File: config.mk
export PLATFORM = sky130hd
export DESIGN_NAME = micro_ctrl_if
export DESIGN_NICKNAME = d
export VERILOG_FILES = /design/src/rtl/micro_ctrl_if.sv
export SDC_FILE = /design/constraint.sdc
export NUM_CORES = 1
export LEC_CHECK = 0
export ABC_AREA = 1
export ABC_CLOCK_PERIOD_IN_PS = 2510
export BUFFER_PORTS_ARGS = -buffer_cell sky130_fd_sc_hd__buf_4
export CORE_ASPECT_RATIO = 0.75
export CORE_UTILIZATION = 39
export DETAILED_ROUTE_END_ITERATION = 16
export GPL_TIMING_DRIVEN = 0
export SETUP_SLACK_MARGIN = 0.1
export SYNTH_ARGS = -nofsm -noshare
export SYNTH_HDL_FRONTEND = slang
export SYNTH_SLANG_ARGS = --single-unit
File: constraint.sdc
create_clock -name i_CLK -period 2.51 [get_ports i_CLK]
set_clock_uncertainty 0.1 [all_clocks]
set_input_delay 0 -clock i_CLK [delete_from_list [all_inputs] [get_ports i_CLK]]
set_output_delay 0 -clock i_CLK [all_outputs]
set_load 0.05 [all_outputs]
File: src/rtl/micro_ctrl_if.sv
// GPIO command decoder that sequences length setup, memory load, processing and result readback.
// Latency: command effects one cycle after accept; no backpressure, only enable rising edges are accepted.
module micro_ctrl_if #(
    parameter int NB_GPIO  = 32,
    parameter int NB_DATA  = 13,
    parameter int NB_IMAGE = 10
) (
    input  logic                i_CLK,
    input  logic                i_reset,
    input  logic [NB_GPIO-1:0]  i_gpio_data,
    input  logic                i_EoP,
    input  logic [NB_DATA-1:0]  i_readData,
    output logic [NB_GPIO-1:0]  o_gpio_data,
    output logic                o_load,
    output logic                o_SoP,
    output logic                o_valid,
    output logic [NB_IMAGE-1:0] o_imgLength,
    output logic [NB_DATA-1:0]  o_dataToMem
);
    typedef enum logic [1:0] {
        S_IDLE = 2'b00,
        S_LOAD = 2'b01,
        S_PROC = 2'b10,
        S_READ = 2'b11
    } state_t;

    localparam logic [2:0] OP_SET_LEN    = 3'b001;
    localparam logic [2:0] OP_LOAD_START = 3'b010;
    localparam logic [2:0] OP_LOAD_WORD  = 3'b011;
    localparam logic [2:0] OP_LOAD_END   = 3'b100;
    localparam logic [2:0] OP_PROC_START = 3'b101;
    localparam logic [2:0] OP_READ_WORD  = 3'b110;
    localparam logic [2:0] OP_SOFT_RST   = 3'b111;

    state_t              state_q, state_d;
    logic [2:0]          op_q, op_d;
    logic [NB_DATA-1:0]  pay_q, pay_d;
    logic                en_q, en_d;
    logic                en_prev_q, en_prev_d;
    logic                armed_q, armed_d;
    logic                eop_q, eop_d;
    logic                load_q, load_d;
    logic                sop_q, sop_d;
    logic                valid_q, valid_d;
    logic [NB_IMAGE-1:0] len_q, len_d;
    logic [NB_DATA-1:0]  data_q, data_d;
    logic [NB_IMAGE-1:0] cnt_q, cnt_d;
    logic [1:0]          rd_stg_q, rd_stg_d;
    logic [NB_DATA-1:0]  rdata_q, rdata_d;
    logic                accept;
    logic                unused_gpio_bits;

    assign unused_gpio_bits = ^{i_gpio_data[28:24], i_gpio_data[22:NB_DATA]};

    // armed_q blocks a stale high enable after reset from counting as an edge
    assign accept = armed_q & en_q & ~en_prev_q;

    always_comb begin
        op_d      = i_gpio_data[31:29];
        pay_d     = i_gpio_data[NB_DATA-1:0];
        en_d      = i_gpio_data[23];
        en_prev_d = en_q;
        armed_d   = armed_q | ~i_gpio_data[23];
        eop_d     = i_EoP;
        state_d   = state_q;
        load_d    = load_q;
        sop_d     = sop_q;
        valid_d   = 1'b0;
        len_d     = len_q;
        data_d    = data_q;
        cnt_d     = cnt_q;
        rd_stg_d  = {rd_stg_q[0], 1'b0};
        rdata_d   = rdata_q;

        // Memory answers one cycle after the read strobe; capture it one cycle later
        if (rd_stg_q[1]) begin
            rdata_d = i_readData;
        end

        if (accept && op_q == OP_SOFT_RST) begin
            state_d = S_IDLE;
            load_d  = 1'b0;
            sop_d   = 1'b0;
            cnt_d   = '0;
        end else begin
            unique case (state_q)
                S_IDLE: begin
                    if (accept) begin
                        if (op_q == OP_SET_LEN) begin
                            len_d = pay_q[NB_IMAGE-1:0];
                        end else if (op_q == OP_LOAD_START) begin
                            state_d = S_LOAD;
                            load_d  = 1'b1;
                        end else if (op_q == OP_PROC_START) begin
                            state_d = S_PROC;
                            sop_d   = 1'b1;
                        end
                    end
                end
                S_LOAD: begin
                    if (accept) begin
                        if (op_q == OP_LOAD_WORD) begin
                            data_d  = pay_q;
                            valid_d = 1'b1;
                        end else if (op_q == OP_LOAD_END) begin
                            state_d = S_IDLE;
                            load_d  = 1'b0;
                        end
                    end
                end
                S_PROC: begin
                    if (i_EoP) begin
                        state_d = S_READ;
                        sop_d   = 1'b0;
                    end
                end
                S_READ: begin
                    // rd_stg_q[0] marks the cycle right after an increment
                    if (rd_stg_q[0] && cnt_q == len_q) begin
                        state_d = S_IDLE;
                        cnt_d   = '0;
                    end else if (accept && op_q == OP_READ_WORD) begin
                        valid_d     = 1'b1;
                        cnt_d       = cnt_q + NB_IMAGE'(1);
                        rd_stg_d[0] = 1'b1;
                    end
                end
                default: state_d = S_IDLE;
            endcase
        end
    end

    always_ff @(posedge i_CLK or negedge i_reset) begin
        if (!i_reset) begin
            state_q   <= S_IDLE;
            op_q      <= '0;
            pay_q     <= '0;
            en_q      <= 1'b0;
            en_prev_q <= 1'b0;
            armed_q   <= 1'b0;
            eop_q     <= 1'b0;
            load_q    <= 1'b0;
            sop_q     <= 1'b0;
            valid_q   <= 1'b0;
            len_q     <= '0;
            data_q    <= '0;
            cnt_q     <= '0;
            rd_stg_q  <= '0;
            rdata_q   <= '0;
        end else begin
            state_q   <= state_d;
            op_q      <= op_d;
            pay_q     <= pay_d;
            en_q      <= en_d;
            en_prev_q <= en_prev_d;
            armed_q   <= armed_d;
            eop_q     <= eop_d;
            load_q    <= load_d;
            sop_q     <= sop_d;
            valid_q   <= valid_d;
            len_q     <= len_d;
            data_q    <= data_d;
            cnt_q     <= cnt_d;
            rd_stg_q  <= rd_stg_d;
            rdata_q   <= rdata_d;
        end
    end

    always_comb begin
        o_gpio_data                = '0;
        o_gpio_data[31]            = eop_q;
        o_gpio_data[30:29]         = state_q;
        o_gpio_data[NB_DATA-1:0]   = rdata_q;
    end

    assign o_load      = load_q;
    assign o_SoP       = sop_q;
    assign o_valid     = valid_q;
    assign o_imgLength = len_q;
    assign o_dataToMem = data_q;

endmodule

==> flow_metrics.env <==
export IMPL_status="finished clean"
export IMPL_synth_seq_cells=73
export IMPL_nNetsFinal=565
export IMPL_tns_ns=0
export IMPL_htreeDepth=3
export IMPL_peakVddDrop_uv=563.4
export IMPL_place_area_um2=4085
export IMPL_synth_flop_cell="dfrtp_1"
export IMPL_clkSinkCount=73
export IMPL_drc=0
export IMPL_vias=2771
export IMPL_grt_max_degree=74
export IMPL_antenna_found_initial=0
export IMPL_layout_drive_gt1_share_pct=26.10
export IMPL_synth_top_area_cell="dfrtp_1"
export IMPL_fmax_mhz=552.4
export IMPL_port_buffer_count=74
export IMPL_seq_area_um2=1827
export IMPL_avgViaCountPerCell=4.427
export IMPL_rsz0062_at_grt="no"
export IMPL_insertion_delay_ns=0.33
export IMPL_r2r_setup_slack_ns=0.70
export IMPL_path_buf_inv=3
export IMPL_synthTopCellsByArea="dfrtp_1 (55%), nand2_1 (12%), inv_1 (5.6%)"
export IMPL_path_cells="inv_1 -> nand2_1 -> nand2_1 -> nor2_1 -> nand2_1 -> nor2_1 -> nand3_1 -> nand2_2 -> inv_2 -> buf_6 -> nand2_1 -> o21ai_1"
export IMPL_rows=28
export IMPL_synthCells=384
export IMPL_fill_cells=714
export IMPL_slew_limit_headroom_pct=39.40
export IMPL_internal_power_w=0.002979
export IMPL_io_pins=106
export IMPL_power_leakage_nw=2.569
export IMPL_finish_utilization_pct=58.60
export IMPL_cts_tree="built"
export IMPL_drtIter0Drc=112
export IMPL_cts_path_max_buffers=2
export IMPL_maxSlewViolCount=0
export IMPL_die_w_um=108.9
export IMPL_area_growth_pct=41.89
export IMPL_async_flop_share_pct=100.0
export IMPL_design_area_um2=4742
export IMPL_max_cap_violations=0
export IMPL_gp_congestion=0.8481
export IMPL_p_sw_share_pct=41.38
export IMPL_cts_buffers_inserted=9
export IMPL_routedWlPerCell_um=12.04
export IMPL_start_util_pct=41.30
export IMPL_clockRootBuffer="clkbuf_16"
export IMPL_dp_hpwl_mm=5.502
export IMPL_synth_edff_count=0
export IMPL_grt_pass1_vias=2673
export IMPL_yosys_warnings=0
export IMPL_netlist_area_um2=3342
export IMPL_power_w=0.005082
export IMPL_arrival_ns=1.92
export IMPL_die_area_um2=8947
export IMPL_path_clk_slew_ns=0.06
export IMPL_max_stage_delay_ns=0.44
export IMPL_cp_max_fo=10
export IMPL_fin_hold_ws_ns=0.2188
export IMPL_tightest_slew_ns=0.9090
export IMPL_wirelength_mm=7.535
export IMPL_overflow=0
export IMPL_seq_area_frac_synth_pct=54.66
export IMPL_setup_viol=0
export IMPL_die_height_um=82.17
export IMPL_synth_top_area_share_pct=54.66
export IMPL_crit_slowest_cell="dfrtp_1"
export IMPL_multi_input_area_um2=1202
export IMPL_grt_pass1_wl_mm=12.72
export IMPL_pwr_share_seq_pct=32.0
export IMPL_fin_crit_sh_pct=72.13
export IMPL_hold_path_class="in2reg"
export IMPL_power_frac_comb_pct=40.2
export IMPL_switchingPower_w=0.002103
export IMPL_avgSynthCellArea_um2=8.703
export IMPL_critPathTopFamily="simple AND/OR/NAND/NOR gates"
export IMPL_min_period_ns=1.810
export IMPL_antenna_diode_count=0
export IMPL_crit_required_ns=2.62
export IMPL_criticalPathCategory="reg2reg"
export IMPL_drt_first_pass_iters=4
export IMPL_antenna_left=0
export IMPL_pwr_density_cell_nw_per_um2=1072
export IMPL_end_kind="flop"
export IMPL_synth_cell_types=30
export IMPL_hold_violations=0
export IMPL_p_clk_share_pct=27.8
export IMPL_groute_usage_overall_pct=18.77
export IMPL_coreArea_um2=8093
export IMPL_timing_critical_path_from_type="flop"
export IMPL_crit_top_cell="nand2_1"
export IMPL_cts_setup_buffers=0
worst register-to-register path, delay by kind of cell (launching register included):
kind	cells	cell delay, ns
AO/OA/AOI/OAI	1	0.06
buffers and inverters	3	0.33
flip-flops	1	0.44
AND/OR/NAND/NOR	8	0.74
cells in the final DEF, fill, tap and decap left out, types with 2 or more instances in the layout:
cell type and count:
nand2_2 3, mux2_2 16, nor2_1 31, o21ai_2 2
inv_2 5, bufinv_16 2, nand3_1 20, o21ai_1 6
xor2_1 4, nand2_1 105, clkinv_4 2, clkbuf_16 9
inv_1 50, nor3_1 4, o21ai_0 27, clkbuf_1 4
nand4_1 3, conb_1 16, dfrtp_1 73, buf_4 91
dlygate4sd3_1 32
synth_stat cells, drive strengths merged (3+ instances only):
library cell	instances
dfrtp	73
nand3	20
mux2	16
nor3	4
nand4	3
inv	55
xor2	4
buf	20
nor2	32
o21ai	35
nand2	108
clkbuf	4
cell families after synthesis:
logic type	after synthesis	share of synthesized area [%]
AOI/OAI and AO/OA	40	6.477
xor gates and xnor gates	5	1.310
adders and majority gates	1	0.3743
buffers and inverters	79	11.04
DFF	73	54.66
muxes	16	5.391
other	1	0.1122
and+or+nand+nor	169	20.63
layer usage:
layer | up-vias | wire length, µm | global-route usage, %
li1 | 1435 | - | -
met5 | - | 0 | 0
met1 | 1264 | 3769 | 26.58
met2 | 68 | 3334 | 28.36
met3 | 4 | 400 | 4.867
met4 | 0 | 31 | 5.270
through the flow:
stage | setup slack, ns | cells
finish | 0.6997 | 626
global route | 0.5360 | 626
CTS | 0.7125 | 626
detailed placement | 0.7211 | 578
global placement | 0.7548 | 578
floorplan | 0.7550 | 399
final cells by class:
type	instances	share of cell area, %
Buffer	24	3.430
Clock buffer	10	5.040
Clock inverter	6	2.058
Inverter	55	4.354
Multi-Input combinational cell	247	25.36
Sequential cell	73	38.52
Tap cell	105	2.770
Timing Repair Buffer	106	18.47
worst paths after layout:
path                         endpoint  cells after the start           start
min in group asynchronous  rdata_q[8]                      2         i_reset
min reg2reg                 en_prev_q                      0       en_prev_d
max reg2reg                  cnt_q[9]                     12        cnt_q[0]
max                          cnt_q[9]                     12        cnt_q[0]
max in group asynchronous    cnt_q[7]                      2         i_reset
min                          pay_q[3]                      2  i_gpio_data[3]
power groups by stage:
| stage | Combinational (W) | Sequential (W) | Clock (W) |
|---|---|---|---|
| floorplan | 0.000674 | 0.00236 | 0 |
| global placement | 0.00199 | 0.00164 | 0 |
| detailed placement | 0.00201 | 0.00165 | 0 |
| CTS | 0.00205 | 0.00163 | 0.00145 |
| global route | 0.00222 | 0.00166 | 0.00151 |
| finish | 0.00204 | 0.00163 | 0.00141 |
timing repair:
action,4_1_cts,5_1_grt
hold buffers,32,0
resized for setup,0,0
hold endpoints to repair,105,0
flip-flops by register name, indices dropped and copies added (netlist names):
signal	cells
o_dataToMem	13
pay_q	13
rdata_q	13
cnt_q	10
o_imgLength	10
op_q	3
rd_stg_q	2
state_q	2
armed_q	1
en_prev_d	1
en_prev_q	1
eop_q	1
o_SoP	1
o_load	1
o_valid	1
No activity file was read; power rests on OpenSTA's default activity.
